File: src/rtl/q_reg_pkg.sv
// Shared types and width helpers for the multi-channel charge regulator.
// Holds the top FSM state enum, channel mode enum and derived widths.
package q_reg_pkg;

  typedef enum logic [1:0] {
    ST_IDLE    = 2'd0,
    ST_MEASURE = 2'd1,
    ST_UPDATE  = 2'd2
  } q_state_e;

  typedef enum logic [1:0] {
    M_SEARCH = 2'd0,
    M_LOCKED = 2'd1,
    M_FAILED = 2'd2
  } ch_mode_e;

  localparam int DEF_BUS_WIDTH = 10;
  localparam int DEF_WINDOW    = 64;
  localparam int DEF_MAX_ITER  = DEF_BUS_WIDTH + 2;

  // Rising edges in a window of w cycles never exceed w/2 (+1 values).
  function automatic int q_cnt_w(input int w);
    return (w / 2 + 1) > 2 ? $clog2(w / 2 + 1) : 1;
  endfunction

  function automatic int q_iter_w(input int max_iter);
    return (max_iter + 1) > 2 ? $clog2(max_iter + 1) : 1;
  endfunction

  function automatic int q_err_w(input int bw);
    return bw + 1;
  endfunction

  localparam int CNT_W  = q_cnt_w(DEF_WINDOW);
  localparam int ITER_W = q_iter_w(DEF_MAX_ITER);
  localparam int ERR_W  = q_err_w(DEF_BUS_WIDTH);

endpackage

File: src/rtl/q_pulse_counter.sv
// Per-channel pulse counter: rising-edge detect, clear/freeze, saturating charge.
// Ports: clk, rst (sync, active-low), i_clr, i_en, i_q -> o_q_meas.
module q_pulse_counter
  import q_reg_pkg::*;
#(
  parameter int BUS_WIDTH     = 10,
  parameter int WINDOW_CYCLES = 64,
  parameter int Q_PER_PULSE   = 30
) (
  input  logic                 clk,
  input  logic                 rst,
  input  logic                 i_clr,
  input  logic                 i_en,
  input  logic                 i_q,
  output logic [BUS_WIDTH-1:0] o_q_meas
);

  localparam int CW = q_cnt_w(WINDOW_CYCLES);
  localparam logic [BUS_WIDTH-1:0] QMAX = '1;

  logic          r_prev;
  logic [CW-1:0] r_cnt;
  logic          w_edge;
  logic [31:0]   w_prod;

  assign w_edge = i_q & ~r_prev;

  always_ff @(posedge clk) begin
    if (!rst) begin
      r_prev <= 1'b0;
      r_cnt  <= '0;
    end else begin
      r_prev <= i_q;
      if (i_clr)
        r_cnt <= '0;
      else if (i_en && w_edge && (r_cnt != '1))
        r_cnt <= r_cnt + CW'(1);
    end
  end

  assign w_prod = 32'(r_cnt) * 32'(Q_PER_PULSE);

  always_comb begin
    o_q_meas = w_prod[BUS_WIDTH-1:0];
    if (w_prod > 32'(QMAX))
      o_q_meas = QMAX;
  end

endmodule

File: src/rtl/q_regulator_mc.sv
// Multi-channel charge regulator: per-channel pulse counting plus a shared,
// time-multiplexed bisection search of each channel's current reference.
// Ports: clk, rst (sync, active-low), start, q_serialized[N_CH],
//   q_desired[N_CH*BW] -> i_ref_out[N_CH*BW], locked, failed, unstable,
//   all_settled, busy.
// Option: define Q_REG_RELOCK_EN to re-search around i_ref on instability.
module q_regulator_mc
  import q_reg_pkg::*;
#(
  parameter int BUS_WIDTH         = 10,
  parameter int N_CH              = 4,
  parameter int WINDOW_CYCLES     = 64,
  parameter int Q_PER_PULSE       = 30,
  parameter int TOL               = 1,
  parameter int MAX_ITER          = BUS_WIDTH + 2,
  parameter int DELTA_Q_INSTB     = 50,
  parameter int I_REF_DELTA_INSTB = 10
) (
  input  logic                      clk,
  input  logic                      rst,
  input  logic                      start,
  input  logic [N_CH-1:0]           q_serialized,
  input  logic [N_CH*BUS_WIDTH-1:0] q_desired,
  output logic [N_CH*BUS_WIDTH-1:0] i_ref_out,
  output logic [N_CH-1:0]           locked,
  output logic [N_CH-1:0]           failed,
  output logic [N_CH-1:0]           unstable,
  output logic                      all_settled,
  output logic                      busy
);

  localparam int EW  = q_err_w(BUS_WIDTH);
  localparam int IW  = q_iter_w(MAX_ITER);
  localparam int WW  = WINDOW_CYCLES > 2 ? $clog2(WINDOW_CYCLES) : 1;
  localparam int CHW = N_CH > 1 ? $clog2(N_CH) : 1;

  typedef logic [BUS_WIDTH-1:0] bus_t;
  typedef logic [EW-1:0]        ext_t;

  localparam ext_t HMAX  = ext_t'((1 << BUS_WIDTH) - 1);
  localparam bus_t IINIT = bus_t'(HMAX >> 1);

  q_state_e         r_state;
  logic [WW-1:0]    r_wcnt;
  logic [CHW-1:0]   r_ucnt;
  ext_t             r_lo   [N_CH];
  ext_t             r_hi   [N_CH];
  logic [IW-1:0]    r_iter [N_CH];
  ch_mode_e         r_mode [N_CH];
  bus_t             r_iref [N_CH];
  logic [N_CH-1:0]  r_unst;

  logic             w_meas;
  logic             w_upd;
  logic             w_last_w;
  logic             w_last_ch;
  logic             w_clr;
  bus_t             w_qm   [N_CH];

  assign w_meas    = (r_state == ST_MEASURE);
  assign w_upd     = (r_state == ST_UPDATE);
  assign w_last_w  = (r_wcnt == WW'(WINDOW_CYCLES - 1));
  assign w_last_ch = (r_ucnt == CHW'(N_CH - 1));
  assign w_clr     = start | (w_upd & w_last_ch);

  for (genvar g = 0; g < N_CH; g++) begin : g_cnt
    q_pulse_counter #(
      .BUS_WIDTH     (BUS_WIDTH),
      .WINDOW_CYCLES (WINDOW_CYCLES),
      .Q_PER_PULSE   (Q_PER_PULSE)
    ) u_cnt (
      .clk      (clk),
      .rst      (rst),
      .i_clr    (w_clr),
      .i_en     (w_meas),
      .i_q      (q_serialized[g]),
      .o_q_meas (w_qm[g])
    );
  end

  // Selected channel operands for the shared datapath.
  bus_t              w_qm_s;
  bus_t              w_qd_s;
  bus_t              w_iref_s;
  ext_t              w_iref_x;
  ext_t              w_lo_s;
  ext_t              w_hi_s;
  logic [IW-1:0]     w_iter_s;
  ch_mode_e          w_mode_s;
  logic signed [EW-1:0] w_err;
  ext_t              w_abs;
  logic              w_tol;
  logic              w_instb;
  logic              w_exhaust;

  always_comb begin
    w_qm_s    = w_qm[r_ucnt];
    w_qd_s    = q_desired[r_ucnt*BUS_WIDTH +: BUS_WIDTH];
    w_iref_s  = r_iref[r_ucnt];
    w_iref_x  = {1'b0, w_iref_s};
    w_lo_s    = r_lo[r_ucnt];
    w_hi_s    = r_hi[r_ucnt];
    w_iter_s  = r_iter[r_ucnt];
    w_mode_s  = r_mode[r_ucnt];
    w_err     = $signed({1'b0, w_qm_s}) - $signed({1'b0, w_qd_s});
    w_abs     = w_err[EW-1] ? ext_t'(-w_err) : ext_t'(w_err);
    w_tol     = (w_abs <= ext_t'(TOL));
    w_instb   = (w_abs > ext_t'(DELTA_Q_INSTB));
    w_exhaust = ((32'(w_iter_s) + 32'd1) == 32'(MAX_ITER));
  end

  // Bisection step; i_ref==0 with err>0 has nowhere to go, so fail.
  ext_t w_lo_n;
  ext_t w_hi_n;
  logic w_force;

  always_comb begin
    w_lo_n  = w_lo_s;
    w_hi_n  = w_hi_s;
    w_force = 1'b0;
    if (w_err[EW-1])
      w_lo_n = w_iref_x + ext_t'(1);
    else if (w_iref_s == '0) begin
      w_hi_n  = '0;
      w_force = 1'b1;
    end else
      w_hi_n = w_iref_x - ext_t'(1);
  end

`ifdef Q_REG_RELOCK_EN
  ext_t w_lo_r;
  ext_t w_hi_r;

  always_comb begin
    w_lo_r = '0;
    if (w_iref_x >= ext_t'(I_REF_DELTA_INSTB))
      w_lo_r = w_iref_x - ext_t'(I_REF_DELTA_INSTB);
    w_hi_r = w_iref_x + ext_t'(I_REF_DELTA_INSTB);
    if (w_hi_r > HMAX)
      w_hi_r = HMAX;
  end
`endif

  ext_t          w_lo_w;
  ext_t          w_hi_w;
  logic [IW-1:0] w_iter_n;
  ch_mode_e      w_mode_n;
  bus_t          w_iref_n;
  logic          w_unst_n;

  always_comb begin
    w_lo_w   = w_lo_s;
    w_hi_w   = w_hi_s;
    w_iter_n = w_iter_s;
    w_mode_n = w_mode_s;
    w_iref_n = w_iref_s;
    w_unst_n = r_unst[r_ucnt];
    unique case (1'b1)
      (w_mode_s == M_SEARCH): begin
        if (w_tol)
          w_mode_n = M_LOCKED;
        else begin
          w_lo_w = w_lo_n;
          w_hi_w = w_hi_n;
          if (w_force || (w_lo_n > w_hi_n) || w_exhaust)
            w_mode_n = M_FAILED;
          else begin
            w_iref_n = bus_t'((w_lo_n + w_hi_n) >> 1);
            w_iter_n = w_iter_s + IW'(1);
          end
        end
      end
      (w_mode_s == M_LOCKED): begin
        if (w_instb) begin
          w_unst_n = 1'b1;
`ifdef Q_REG_RELOCK_EN
          w_mode_n = M_SEARCH;
          w_lo_w   = w_lo_r;
          w_hi_w   = w_hi_r;
          w_iter_n = '0;
          w_iref_n = bus_t'((w_lo_r + w_hi_r) >> 1);
`endif
        end
      end
      default: ;
    endcase
  end

  always_ff @(posedge clk) begin
    if (!rst) begin
      r_state <= ST_IDLE;
      r_wcnt  <= '0;
      r_ucnt  <= '0;
      r_unst  <= '0;
      for (int i = 0; i < N_CH; i++) begin
        r_lo[i]   <= '0;
        r_hi[i]   <= '0;
        r_iter[i] <= '0;
        r_mode[i] <= M_SEARCH;
        r_iref[i] <= '0;
      end
    end else if (start) begin
      r_state <= ST_MEASURE;
      r_wcnt  <= '0;
      r_ucnt  <= '0;
      r_unst  <= '0;
      for (int i = 0; i < N_CH; i++) begin
        r_lo[i]   <= '0;
        r_hi[i]   <= HMAX;
        r_iter[i] <= '0;
        r_mode[i] <= M_SEARCH;
        r_iref[i] <= IINIT;
      end
    end else begin
      unique case (1'b1)
        w_meas: begin
          if (w_last_w) begin
            r_state <= ST_UPDATE;
            r_ucnt  <= '0;
          end else
            r_wcnt <= r_wcnt + WW'(1);
        end
        w_upd: begin
          r_lo[r_ucnt]   <= w_lo_w;
          r_hi[r_ucnt]   <= w_hi_w;
          r_iter[r_ucnt] <= w_iter_n;
          r_mode[r_ucnt] <= w_mode_n;
          r_iref[r_ucnt] <= w_iref_n;
          r_unst[r_ucnt] <= w_unst_n;
          if (w_last_ch) begin
            r_state <= ST_MEASURE;
            r_wcnt  <= '0;
            r_ucnt  <= '0;
          end else
            r_ucnt <= r_ucnt + CHW'(1);
        end
        default: ;
      endcase
    end
  end

  for (genvar g = 0; g < N_CH; g++) begin : g_out
    assign i_ref_out[g*BUS_WIDTH +: BUS_WIDTH] = r_iref[g];
    assign locked[g] = (r_mode[g] == M_LOCKED);
    assign failed[g] = (r_mode[g] == M_FAILED);
  end

  assign unstable    = r_unst;
  assign all_settled = &(locked | failed);
  assign busy        = (r_state != ST_IDLE);

endmodule

File: config.mk
export PLATFORM = sky130hd
export DESIGN_NAME = q_regulator_mc
export DESIGN_NICKNAME = d
export VERILOG_FILES = /design/src/rtl/q_reg_pkg.sv /design/src/rtl/q_pulse_counter.sv /design/src/rtl/q_regulator_mc.sv
export SDC_FILE = /design/constraint.sdc
export NUM_CORES = 1
export LEC_CHECK = 0
export BUFFER_PORTS_ARGS = -buffer_cell sky130_fd_sc_hd__buf_2
export CAP_MARGIN = 30
export CORE_MARGIN = 2
export CORE_UTILIZATION = 30
export CTS_BUF_LIST = sky130_fd_sc_hd__clkbuf_2
export DETAILED_ROUTE_END_ITERATION = 10
export HOLD_SLACK_MARGIN = 0.02
export SETUP_SLACK_MARGIN = 0.1
export SYNTH_ARGS = -nofsm -noshare
export SYNTH_HDL_FRONTEND = slang
export SYNTH_HIERARCHICAL = 1
export SYNTH_SLANG_ARGS = --single-unit
File: constraint.sdc
create_clock -name clk -period 18.1 [get_ports clk]
set_input_delay 0.905 -clock clk [delete_from_list [all_inputs] [get_ports clk]]
set_output_delay 0.905 -clock clk [all_outputs]
set_load 0.01 [all_outputs]
==> out/results.txt <==
gate count of the mapped netlist: 1534
Seq cells post-synth: 196
CTS tree: yes
R2R depth: 29
CP max-delay cell: nor2_2
DR iter-0 viols: 1054
CP bufs+invs: 5
Setup violations, final: 0
Critical Path RT: 18.76 ns
RSZ-0062 raised after global routing: no
DR WL/cell: 19.0 µm
later-pin clock latency in the skew report: 0.95 ns
Die Ht: 231 µm
final net count: 1781
Mapped Nets: 1734
Port Buffer Count: 100
GRT Total Usage: 0.164
DP Area: 0.0166 mm²
max-slew violations: 0
hold_buf cts: 0
r2r setup slk: 8.92 ns
Post-Route WL: 43300 µm
CP Class: reg -> reg
routability congestion estimate: 0.886
Die Span X: 231 µm
# clock sinks: 196
die footprint: 0.0533 mm²
Worst setup SP type: flip-flop
Least-Margin Pin Slew: 1.11 ns
# rows: 83
clock buffer depth: 2
status: completed
CTS Buf Count: 17
number of I/O pins: 101
CP arrival: 9.83 ns
Gates resized, CTS repair: 0
Critical Path Max Stage Delay: 0.67 ns
Post-synth EDFFs: 152
clk root buf: clkbuf_2
max-slew headroom at the worst pin: 0.262
Min-Delay Path Class: in -> reg
Core Area: 0.0511 mm²
P&R area growth vs syn: 9.40%
Hold Path Origin: q_serialized[0]
DRC viols: 0
# Post-CTS Setup Buffers: 0
post-route cell area: 0.0169 mm²
Antenna Nets Post-Route: 0
number of cells on the critical path: 29
Pleak: 6.59 nW
H-tree Lvls: 4
largest net degree at the start of global routing: 77
post-synthesis cell area: 0.0154 mm²
initial core utilization: 0.302
FMAX: 109 MHz
vias: 12400
Post-DP HPWL: 30000 µm
Setup crit end kind: flip-flop
Clock transition at path regs: 0.30 ns
final period utilization: 0.507
Power Density: 58.5 mW/mm²
Distinct cells, synth: 79
drt via density: 5.45
Main synth FF type: edfxtp_1
Pre-antenna DRT Iters: 7
final setup TNS: 0 ns
Critical R2R Capture: r_iref[1][3]
ys async rst share: 0
worst hold endpoint: g_cnt[0].u_cnt/r_prev
hold depth: 2
Hold Violations, Final: 0
Congestion Overflow GR: 0
syn avg cell area: 10.1 µm²
first-pass GRT wire length: 68900 µm
crit path time final: 9.18 ns
reg-to-reg startpoint: g_cnt[3].u_cnt/r_cnt[3]
largest fanout on the critical path: 42
clk_skew: 0.0874 ns
initial antenna violation count: 2
Max IR drop VDD: 0.0376 mV
Synth Warn #: 6
post-synthesis sequential area ratio: 0.353
vias in the first global route: 12500
critical path's top delay family: compound AO/OA/AOI/OAI gates
layout cells sized above 1: 0.160
# Max-Cap Violations: 0
## per-stage QoR
step	hold WS [ns]	worst slack (ns)	utilization	total power [mW]	std cells
detailed placement	0.480	9.04	0.324	0.726	2241
floorplan	0.458	10.33	-	0.661	1534
CTS	0.118	8.98	0.330	0.992	2273
finish	0.193	8.92	0.330	0.987	2275
global placement	0.475	9.40	0.323	0.720	2238
global route	0.139	8.10	0.330	1.03	2275
## routing by layer
layer | routed length, µm | part of all wire | GRT usage
met4 | 1070 | 0.025 | 0.0567
met1 | 19200 | 0.44 | 0.221
met2 | 20100 | 0.46 | 0.264
met3 | 2890 | 0.067 | 0.0283
met5 | 7 | 0.00016 | 0
## state kept, by name (all words and copies together) (netlist names), named ones only
| signal | count |
|---|---|
| unstable | 4 |
| r_hi | 44 |
| g_cnt.u_cnt/r_cnt | 24 |
| r_iter | 16 |
| r_wcnt | 6 |
| g_cnt.u_cnt/r_prev | 4 |
| r_ucnt | 2 |
| r_state | 2 |
| r_mode | 8 |
| r_lo | 44 |
| r_iref | 40 |
## where the power goes
group          switching [mW]  total [mW]  internal, mW  leakage, nW
sequential             0.0105       0.519         0.508         2.03
combinational           0.136       0.201        0.0654         4.39
clock                   0.182       0.267        0.0850        0.173
## cells in the mapped netlist, types with 10 or more instances
| master | count | area [µm²] |
|---|---|---|
| a211oi_1 | 13 | 97.6 |
| a21o_1 | 13 | 97.6 |
| a21oi_1 | 97 | 485 |
| and2_1 | 17 | 106 |
| buf_1 | 13 | 48.8 |
| buf_2 | 15 | 75.1 |
| clkbuf_1 | 51 | 191 |
| dfxtp_1 | 44 | 881 |
| edfxtp_1 | 152 | 4560 |
| fa_1 | 38 | 761 |
| ha_1 | 115 | 1440 |
| inv_1 | 124 | 465 |
| mux2_2 | 14 | 158 |
| mux2i_1 | 21 | 210 |
| mux4_2 | 46 | 1040 |
| nand2_1 | 111 | 417 |
| nand2b_1 | 25 | 156 |
| nand3_1 | 26 | 130 |
| nand4_1 | 47 | 294 |
| nor2_1 | 89 | 334 |
| nor2b_1 | 18 | 113 |
| nor3_1 | 46 | 230 |
| o211ai_1 | 27 | 203 |
| o21a_1 | 10 | 75.1 |
| o21ai_0 | 65 | 325 |
| o311ai_0 | 31 | 272 |
| o311ai_1 | 22 | 193 |
| or3_1 | 13 | 81.3 |
| or4_1 | 31 | 233 |
| xnor2_1 | 45 | 394 |
| xor2_1 | 16 | 140 |
## layout by cell type, fill, tap and decap left out, types with 9 or more instances in the layout
master,n
a211oi_1,13
a21o_1,13
a21oi_1,97
and2_1,17
and3_1,9
buf_2,100
buf_4,19
clkbuf_2,17
dfxtp_1,42
edfxtp_1,152
fa_1,38
ha_1,115
inv_1,124
mux2_2,14
mux2i_1,21
mux4_2,46
nand2_1,106
nand2b_1,25
nand3_1,25
nand4_1,47
nor2_1,84
nor2b_1,18
nor3_1,46
o211ai_1,27
o21a_1,10
o21ai_0,65
o311ai_0,31
o311ai_1,22
or3_1,13
or4_1,31
xnor2_1,45
xor2_1,16
## kinds of logic (layout without fill, tap and decap cells)
group,Yosys count,count (layout),share of synthesized area
compound gates,347,347,0.152
xor+xnor,61,61,0.0346
fa+ha+maj,153,153,0.143
buf+inv,219,279,0.0600
flops,196,196,0.353
mux,82,82,0.0917
other cells,0,1,0
simple gates,476,476,0.166
## cell type report
cell class              count  area (µm²)
repair buffers            123         716
clock inverters            15         210
inverters                 124         465
flip-flops and latches    196        5450
multi-input cells        1119        9100
well taps                 680         851
fillers                  5281       34200
diodes                      1        2.50
clock buffers              17        85.1
## worst register-to-register path, delay by kind of cell, from the launching register on
| kind | cells | cell delay, ns |
|---|---|---|
| multiplexers | 1 | 0.53 |
| buffers and inverters | 5 | 1.13 |
| flip-flops | 1 | 0.52 |
| adder cells (fa/ha/maj) | 5 | 2.21 |
| AND/OR/NAND/NOR | 6 | 2.11 |
| AO/OA/AOI/OAI | 12 | 2.47 |
## worst max path at each step
stage | to | start
floorplan | r_iref[1][2] | g_cnt[3].u_cnt/r_cnt[3]
global placement | r_iref[3][6] | g_cnt[3].u_cnt/r_cnt[3]
detailed placement | r_iref[3][6] | g_cnt[3].u_cnt/r_cnt[3]
CTS | r_iref[1][3] | g_cnt[3].u_cnt/r_cnt[3]
global route | r_iref[1][3] | g_cnt[2].u_cnt/r_cnt[3]
finish | r_iref[1][3] | g_cnt[3].u_cnt/r_cnt[3]
No activity file was read; power rests on OpenSTA's default activity.
